[src/rtl/fcmp_share_arbiter.sv]
// Round-robin arbiter sharing one float magnitude comparator between NUM_REQ requesters.
// Each accepted request runs IDLE -> CMP -> RESP and returns a one-hot, single-cycle response.
module fcmp_share_arbiter #(
    parameter int NUM_REQ = 2,
    parameter int IDW     = 1
) (
    input  logic                    CLK,
    input  logic                    RESET,
    input  logic [NUM_REQ-1:0]      req_valid,
    output logic [NUM_REQ-1:0]      req_ready,
    input  logic [3*NUM_REQ-1:0]    req_op,
    input  logic [32*NUM_REQ-1:0]   req_a,
    input  logic [32*NUM_REQ-1:0]   req_b,
    output logic [NUM_REQ-1:0]      resp_valid,
    output logic [31:0]             resp_data,
    output logic                    busy
);

    // state | meaning
    // IDLE  | searching for a winner from rr_ptr, req_ready asserted combinationally
    // CMP   | latched operands go through the comparator, result registered
    // RESP  | one-cycle resp_valid to the owner is launched, then back to IDLE
    typedef enum logic [1:0] {IDLE = 2'd0, CMP = 2'd1, RESP = 2'd2} state_t;

    localparam logic [IDW:0] NREQ = (IDW+1)'(NUM_REQ);

    state_t         state;
    logic [IDW-1:0] rr_ptr;
    logic [IDW-1:0] owner;
    logic [IDW-1:0] win_idx;
    logic [IDW-1:0] next_ptr;
    logic [IDW:0]   scan_idx;
    logic [IDW:0]   inc_idx;
    logic           win_found;
    logic [31:0]    a_q, b_q, sel_a, sel_b;
    logic [2:0]     op_q, sel_op;
    logic [1:0]     cmp;
    logic [31:0]    result;

    // 00 equal, 01 a>b, 10 a<b; sign-magnitude ordering so -0 < +0
    function automatic logic [1:0] fcmp(input logic [31:0] a, input logic [31:0] b);
        if (a == b)
            return 2'b00;
        else if (a[31] != b[31])
            return a[31] ? 2'b10 : 2'b01;
        else if (!a[31])
            return (a[30:0] > b[30:0]) ? 2'b01 : 2'b10;
        else
            return (a[30:0] > b[30:0]) ? 2'b10 : 2'b01;
    endfunction

    always_comb begin
        win_found = 1'b0;
        win_idx   = '0;
        scan_idx  = '0;
        for (int k = 0; k < NUM_REQ; k++) begin
            scan_idx = {1'b0, rr_ptr} + (IDW+1)'(k);
            if (scan_idx >= NREQ)
                scan_idx = scan_idx - NREQ;
            if (!win_found && req_valid[scan_idx[IDW-1:0]]) begin
                win_found = 1'b1;
                win_idx   = scan_idx[IDW-1:0];
            end
        end
    end

    always_comb begin
        inc_idx  = {1'b0, win_idx} + (IDW+1)'(1);
        next_ptr = (inc_idx >= NREQ) ? '0 : inc_idx[IDW-1:0];
    end

    always_comb begin
        sel_a  = '0;
        sel_b  = '0;
        sel_op = '0;
        for (int i = 0; i < NUM_REQ; i++) begin
            if (win_idx == IDW'(i)) begin
                sel_a  = req_a[32*i +: 32];
                sel_b  = req_b[32*i +: 32];
                sel_op = req_op[3*i +: 3];
            end
        end
    end

    always_comb begin
        req_ready = '0;
        if (state == IDLE && !RESET && win_found)
            req_ready[win_idx] = 1'b1;
    end

    always_comb begin
        cmp = fcmp(a_q, b_q);
        case (op_q)
            3'b000:  result = {31'b0, cmp == 2'b00};
            3'b001:  result = {31'b0, cmp == 2'b10};
            3'b010:  result = {31'b0, cmp != 2'b01};
            3'b011:  result = (cmp == 2'b01) ? b_q : a_q;
            3'b100:  result = (cmp == 2'b01) ? a_q : b_q;
            default: result = '0;
        endcase
    end

    assign busy = (state == CMP) || (state == RESP);

    always_ff @(posedge CLK) begin
        if (RESET) begin
            state      <= IDLE;
            rr_ptr     <= '0;
            owner      <= '0;
            a_q        <= '0;
            b_q        <= '0;
            op_q       <= '0;
            resp_valid <= '0;
            resp_data  <= '0;
        end else begin
            resp_valid <= '0;
            case (state)
                IDLE: begin
                    if (win_found) begin
                        a_q    <= sel_a;
                        b_q    <= sel_b;
                        op_q   <= sel_op;
                        owner  <= win_idx;
                        rr_ptr <= next_ptr;
                        state  <= CMP;
                    end
                end
                CMP: begin
                    resp_data <= result;
                    state     <= RESP;
                end
                RESP: begin
                    resp_valid[owner] <= 1'b1;
                    state             <= IDLE;
                end
                default: state <= IDLE;
            endcase
        end
    end

endmodule

[config.mk]
export PLATFORM = sky130hd
export DESIGN_NAME = fcmp_share_arbiter
export DESIGN_NICKNAME = d
export VERILOG_FILES = /design/src/rtl/fcmp_share_arbiter.sv
export SDC_FILE = /design/constraint.sdc
export NUM_CORES = 1
export LEC_CHECK = 0
export ABC_AREA = 1
export BUFFER_PORTS_ARGS = -buffer_cell sky130_fd_sc_hd__buf_2
export CAP_MARGIN = 20
export CELL_PAD_IN_SITES_DETAIL_PLACEMENT = 2
export CELL_PAD_IN_SITES_GLOBAL_PLACEMENT = 2
export CORE_MARGIN = 4
export CORE_UTILIZATION = 28
export CTS_CLUSTER_SIZE = 20
export DETAILED_ROUTE_END_ITERATION = 8
export PLACE_DENSITY = 0.92
export RECOVER_POWER = 25
export SYNTH_ARGS = -nofsm -noshare
export SYNTH_HDL_FRONTEND = slang
export SYNTH_SLANG_ARGS = --single-unit
export TNS_END_PERCENT = 50
[constraint.sdc]
create_clock -name CLK -period 3.2 [get_ports CLK]
set_clock_uncertainty 0.2 [all_clocks]
set_input_delay 0.64 -clock CLK [delete_from_list [all_inputs] [get_ports CLK]]
set_output_delay 0.64 -clock CLK [all_outputs]
set_load 0.01 [all_outputs]
==> flow_summary.html <==
<table>
<tr><th>Metric</th><th>Value</th></tr>
<tr><th colspan="2">Run status</th></tr>
<tr><td>Run status</td><td>finished, final reports clean</td></tr>
<tr><th colspan="2">Route</th></tr>
<tr><td>First-pass iteration count of the detailed router</td><td>5</td></tr>
<tr><td>Routed WL per cell</td><td>between 15 and 20 um</td></tr>
<tr><td>Number of nets with antenna violations after routing</td><td>0</td></tr>
<tr><td>Residual DRC</td><td>0</td></tr>
<tr><td>Via density per instance</td><td>about 5.3</td></tr>
<tr><td>Routed wire length</td><td>around 26,000 um</td></tr>
<tr><td>Via count of the routed design</td><td>7,123</td></tr>
<tr><td>Number of violations reported at the end of detailed-routing iteration 0</td><td>~360</td></tr>
<tr><th colspan="2">Job</th></tr>
<tr><td>Max-cap violations</td><td>0</td></tr>
<tr><th colspan="2">Yosys</th></tr>
<tr><td>Proportion of synthesized flip-flops having asynchronous set or reset</td><td>0</td></tr>
<tr><td>Nets in the synthesized netlist</td><td>between 1,000 and 1,500</td></tr>
<tr><td>Cell variety after synth</td><td>27</td></tr>
<tr><td>Synth Register Bits</td><td>~110</td></tr>
<tr><td>Number of enable flip-flop cells after synthesis</td><td>0</td></tr>
<tr><td>Gate count of the mapped netlist</td><td>slightly above 900</td></tr>
<tr><td>Post-synthesis cell area</td><td>6260 um2</td></tr>
<tr><td>Yosys synthesis warning count</td><td>0</td></tr>
<tr><td>Average footprint of a synthesized cell</td><td>6.72 um2</td></tr>
<tr><td>Ys flop type</td><td>sky130_fd_sc_hd__dfxtp_1</td></tr>
<tr><td>Post-synthesis sequential area ratio</td><td>0.336</td></tr>
<tr><th colspan="2">Finish</th></tr>
<tr><td>Fin cells</td><td>1,353</td></tr>
<tr><td>Area occupied by registers</td><td>2100 um2</td></tr>
<tr><td>Area of the multi-input gates</td><td>approximately 3600 um2</td></tr>
<tr><td>Number of antenna repair diodes</td><td>0</td></tr>
<tr><td>Filler cell count</td><td>between 2,000 and 3,000</td></tr>
<tr><td>Ratio of cells with drive above 1 in the final layout</td><td>0.174</td></tr>
<tr><td>Leading cell type in the layout, fill and taps excluded</td><td>sky130_fd_sc_hd__nand2_1</td></tr>
<tr><td>Post-synthesis to final-layout area growth</td><td>22.8%</td></tr>
<tr><td>Leading cell types in the layout, fill and taps excluded</td><td>279 x sky130_fd_sc_hd__nand2_1, 142 x sky130_fd_sc_hd__buf_2, 105 x sky130_fd_sc_hd__dfxtp_1, 93 x sky130_fd_sc_hd__inv_1</td></tr>
<tr><td>Total number of nets in the final design</td><td>1,243</td></tr>
<tr><th colspan="2">Timing</th></tr>
<tr><td>Pin slew with the least headroom to its limit</td><td>around 830 ps</td></tr>
<tr><td>Setup violations, final</td><td>0</td></tr>
<tr><td>Final period utilization</td><td>0.939</td></tr>
<tr><td>Final slew viol count</td><td>0</td></tr>
<tr><td>Minimum period implied by the final worst setup slack</td><td>approximately 3000 ps</td></tr>
<tr><td>Timing-limited maximum frequency</td><td>between 300 and 400 MHz</td></tr>
<tr><td>Tightest slew margin relative to the limit</td><td>0.448</td></tr>
<tr><td>Setup TNS Final</td><td>0 ps</td></tr>
<tr><td>Final hold viol count</td><td>0</td></tr>
<tr><th colspan="2">Global route</th></tr>
<tr><td>Wire length of the first global-routing pass</td><td>41,400 um</td></tr>
<tr><td>Vias in the first global route</td><td>between 7,000 and 8,000</td></tr>
<tr><td>Combined global-route utilization of all metal layers</td><td>0.208</td></tr>
<tr><td>Largest net degree at the start of global routing</td><td>between 60 and 70</td></tr>
<tr><td>Aggregate global routing overflow</td><td>0</td></tr>
<tr><td>Antenna violations before repair</td><td>0</td></tr>
<tr><th colspan="2">Critical path</th></tr>
<tr><td>Signal arrival time at the worst endpoint</td><td>between 3000 and 4000 ps</td></tr>
<tr><td>WS Path Type</td><td>flop to flop</td></tr>
<tr><td>Largest fanout on the critical path</td><td>approximately 50</td></tr>
<tr><td>RR Endpoint</td><td>resp_data[5]$_SDFFE_PP0N_</td></tr>
<tr><td>Worst reg2reg path depth</td><td>14</td></tr>
<tr><td>Setup slack on the worst flop-to-flop path</td><td>~200 ps</td></tr>
<tr><td>Critical path capture point type</td><td>flop</td></tr>
<tr><td>Worst flop-to-flop path startpoint</td><td>b_q[26]$_SDFFE_PP0P_</td></tr>
<tr><td>CP required</td><td>roughly 3200 ps</td></tr>
<tr><td>Element type at the critical path start</td><td>flop</td></tr>
<tr><th colspan="2">Floorplan</th></tr>
<tr><td>Die Span X</td><td>between 150 and 200 um</td></tr>
<tr><td>Core Area</td><td>around 22,000 um2</td></tr>
<tr><td>Die Outline Area</td><td>approximately 25,000 um2</td></tr>
<tr><td>Boundary Pins</td><td>~180</td></tr>
<tr><td>Effective utilization at floorplan</td><td>0.286</td></tr>
<tr><td>DIE HEIGHT</td><td>around 160 um</td></tr>
<tr><td>Row count</td><td>between 50 and 60</td></tr>
<tr><th colspan="2">Clock network</th></tr>
<tr><td>Number of buffers inserted during clock tree synthesis</td><td>9</td></tr>
<tr><td>Maximum clock path buffer count</td><td>2</td></tr>
<tr><td>Total number of H-tree levels</td><td>3</td></tr>
<tr><td>Number of clock sinks</td><td>105</td></tr>
<tr><td>Clk_lat worst skew</td><td>360 ps</td></tr>
<tr><td>CTS tree</td><td>built</td></tr>
<tr><td>CTS clk-pin slew, worst paths</td><td>~80 ps</td></tr>
<tr><td>Clock root buffer master</td><td>sky130_fd_sc_hd__clkbuf_16</td></tr>
<tr><th colspan="2">Placed design</th></tr>
<tr><td>Dpl cells</td><td>between 1,000 and 1,500</td></tr>
<tr><td>I/O Buffers</td><td>174</td></tr>
<tr><td>HPWL Detailed</td><td>between 15,000 and 20,000 um</td></tr>
<tr><td>Final Wtd Congestion</td><td>0.756</td></tr>
<tr><th colspan="2">Power and ir drop</th></tr>
<tr><td>Share of power burned in combinational logic</td><td>0.475</td></tr>
<tr><td>Clock share of power</td><td>0.218</td></tr>
<tr><td>Switching Share</td><td>0.438</td></tr>
<tr><td>Sequential power share</td><td>0.307</td></tr>
<tr><td>Total power draw</td><td>roughly 5300 uW</td></tr>
<tr><td>Max IR drop VDD</td><td>0.000266 V</td></tr>
<tr><td>Psw</td><td>2330 uW</td></tr>
<tr><td>Static power due to leakage</td><td>0.00349 uW</td></tr>
<tr><td>Power Internal</td><td>~3000 uW</td></tr>
<tr><td>PwrDens</td><td>692 nW/um2</td></tr>
<tr><th colspan="2">Worst hold path</th></tr>
<tr><td>Hold Path Sink</td><td>resp_data[14]$_SDFFE_PP0N_</td></tr>
<tr><td>Hold Path Class</td><td>flop to flop</td></tr>
<tr><td>Hold Path Depth</td><td>2</td></tr>
<tr><td>Hold Crit Start</td><td>resp_data[14]$_SDFFE_PP0N_</td></tr>
</table>
[metrics by stage]
stage | hold WS, ps | util | instance area, um2 | setup WS (ps)
6_report | 270 | 0.351 | 7680 | 197
5_1_grt | 290 | 0.351 | 7680 | -3.72
4_1_cts | 268 | 0.351 | 7690 | 132
3_5_place_dp | 257 | 0.338 | 7400 | 210
3_3_place_gp | 245 | 0.338 | 7400 | 375
2_1_floorplan | 221 | - | 6260 | 572
[worst max-delay path by stage]
| stage | end | from | cells past startpoint |
|---|---|---|---|
| after CTS | resp_data[30]$_SDFFE_PP0N_ | b_q[26]$_SDFFE_PP0P_ | 18 |
| final | resp_data[5]$_SDFFE_PP0N_ | b_q[26]$_SDFFE_PP0P_ | 14 |
| after floorplan | req_ready[1] | req_valid[0] | 8 |
| after detailed placement | resp_data[3]$_SDFFE_PP0N_ | b_q[26]$_SDFFE_PP0P_ | 18 |
| after global placement | resp_data[18]$_SDFFE_PP0N_ | b_q[18]$_SDFFE_PP0P_ | 16 |
| after global routing | resp_data[5]$_SDFFE_PP0N_ | b_q[26]$_SDFFE_PP0P_ | 14 |
[routing by layer]
metal  GRT usage  vias up  wire length (um)
li1            -     3413                 -
met1       0.267     3536             11500
met2       0.369      158             12900
met3      0.0363       16              1320
met4      0.0401        0               231
met5           0        -                 0
[cell usage after synthesis (2+ instances only)]
library cell	number	area, um2
sky130_fd_sc_hd__a22oi_1	67	503
sky130_fd_sc_hd__nor2_1	20	75.1
sky130_fd_sc_hd__inv_1	93	349
sky130_fd_sc_hd__o21ai_0	67	335
sky130_fd_sc_hd__nand3_1	67	335
sky130_fd_sc_hd__o22ai_1	2	12.5
sky130_fd_sc_hd__nand2_1	280	1050
sky130_fd_sc_hd__dfxtp_1	105	2100
sky130_fd_sc_hd__clkbuf_1	42	158
sky130_fd_sc_hd__buf_1	3	11.3
sky130_fd_sc_hd__nor3_1	5	25.0
sky130_fd_sc_hd__nand4_1	64	400
sky130_fd_sc_hd__buf_2	24	120
sky130_fd_sc_hd__a21oi_1	44	220
sky130_fd_sc_hd__ha_1	36	450
[worst max-delay path, cell delays in order, from the launching register on]
cell and delay [ps]:
sky130_fd_sc_hd__dfxtp_1 340, sky130_fd_sc_hd__inv_1 90, sky130_fd_sc_hd__ha_1 310, sky130_fd_sc_hd__nand2_1 110, sky130_fd_sc_hd__nor2_1 70, sky130_fd_sc_hd__and2_1 180
sky130_fd_sc_hd__nand2_1 80, sky130_fd_sc_hd__inv_1 80, sky130_fd_sc_hd__o211ai_4 220, sky130_fd_sc_hd__buf_4 570, sky130_fd_sc_hd__nand4_1 200, sky130_fd_sc_hd__nand3_1 150
sky130_fd_sc_hd__nand2_1 100, sky130_fd_sc_hd__nand2_1 80, sky130_fd_sc_hd__a21oi_1 70
[state kept, by name, indices dropped and copies added (netlist names)]
name        count
op_q            3
rr_ptr          1
resp_valid      2
owner           1
a_q            32
resp_data      32
state           2
b_q            32
[area by class of cell]
| cell class | count | share of cell area |
|---|---|---|
| multi-input cells | 664 | 0.462 |
| repair buffers | 196 | 0.135 |
| clock buffers | 12 | 0.0334 |
| flip-flops and latches | 105 | 0.274 |
| inverters | 93 | 0.0454 |
| well taps | 280 | 0.0456 |
| clock inverters | 3 | 0.00521 |
[power by group through the flow]
| stage | clock network (uW) | logic [uW] | registers, uW |
|---|---|---|---|
| 2_1_floorplan | 0 | 1710 | 1600 |
| 3_3_place_gp | 0 | 2330 | 1650 |
| 3_5_place_dp | 0 | 2480 | 1660 |
| 4_1_cts | 1190 | 2510 | 1630 |
| 5_1_grt | 1240 | 2870 | 1650 |
| 6_report | 1160 | 2530 | 1630 |
[cell families after synthesis]
kind of cell / Yosys count / synth area share
compound gates: 185 / 0.178
buf+inv: 162 / 0.102
simple gates: 443 / 0.312
flops: 105 / 0.336
fa+ha+maj: 36 / 0.0720
[timing repair]
item	4_1_cts	5_1_grt
setup endpoints to repair	0	24
hold buffers	0	0
setup buffers	0	3
gates resized for setup	0	1
(Power assumes the default switching activity.)
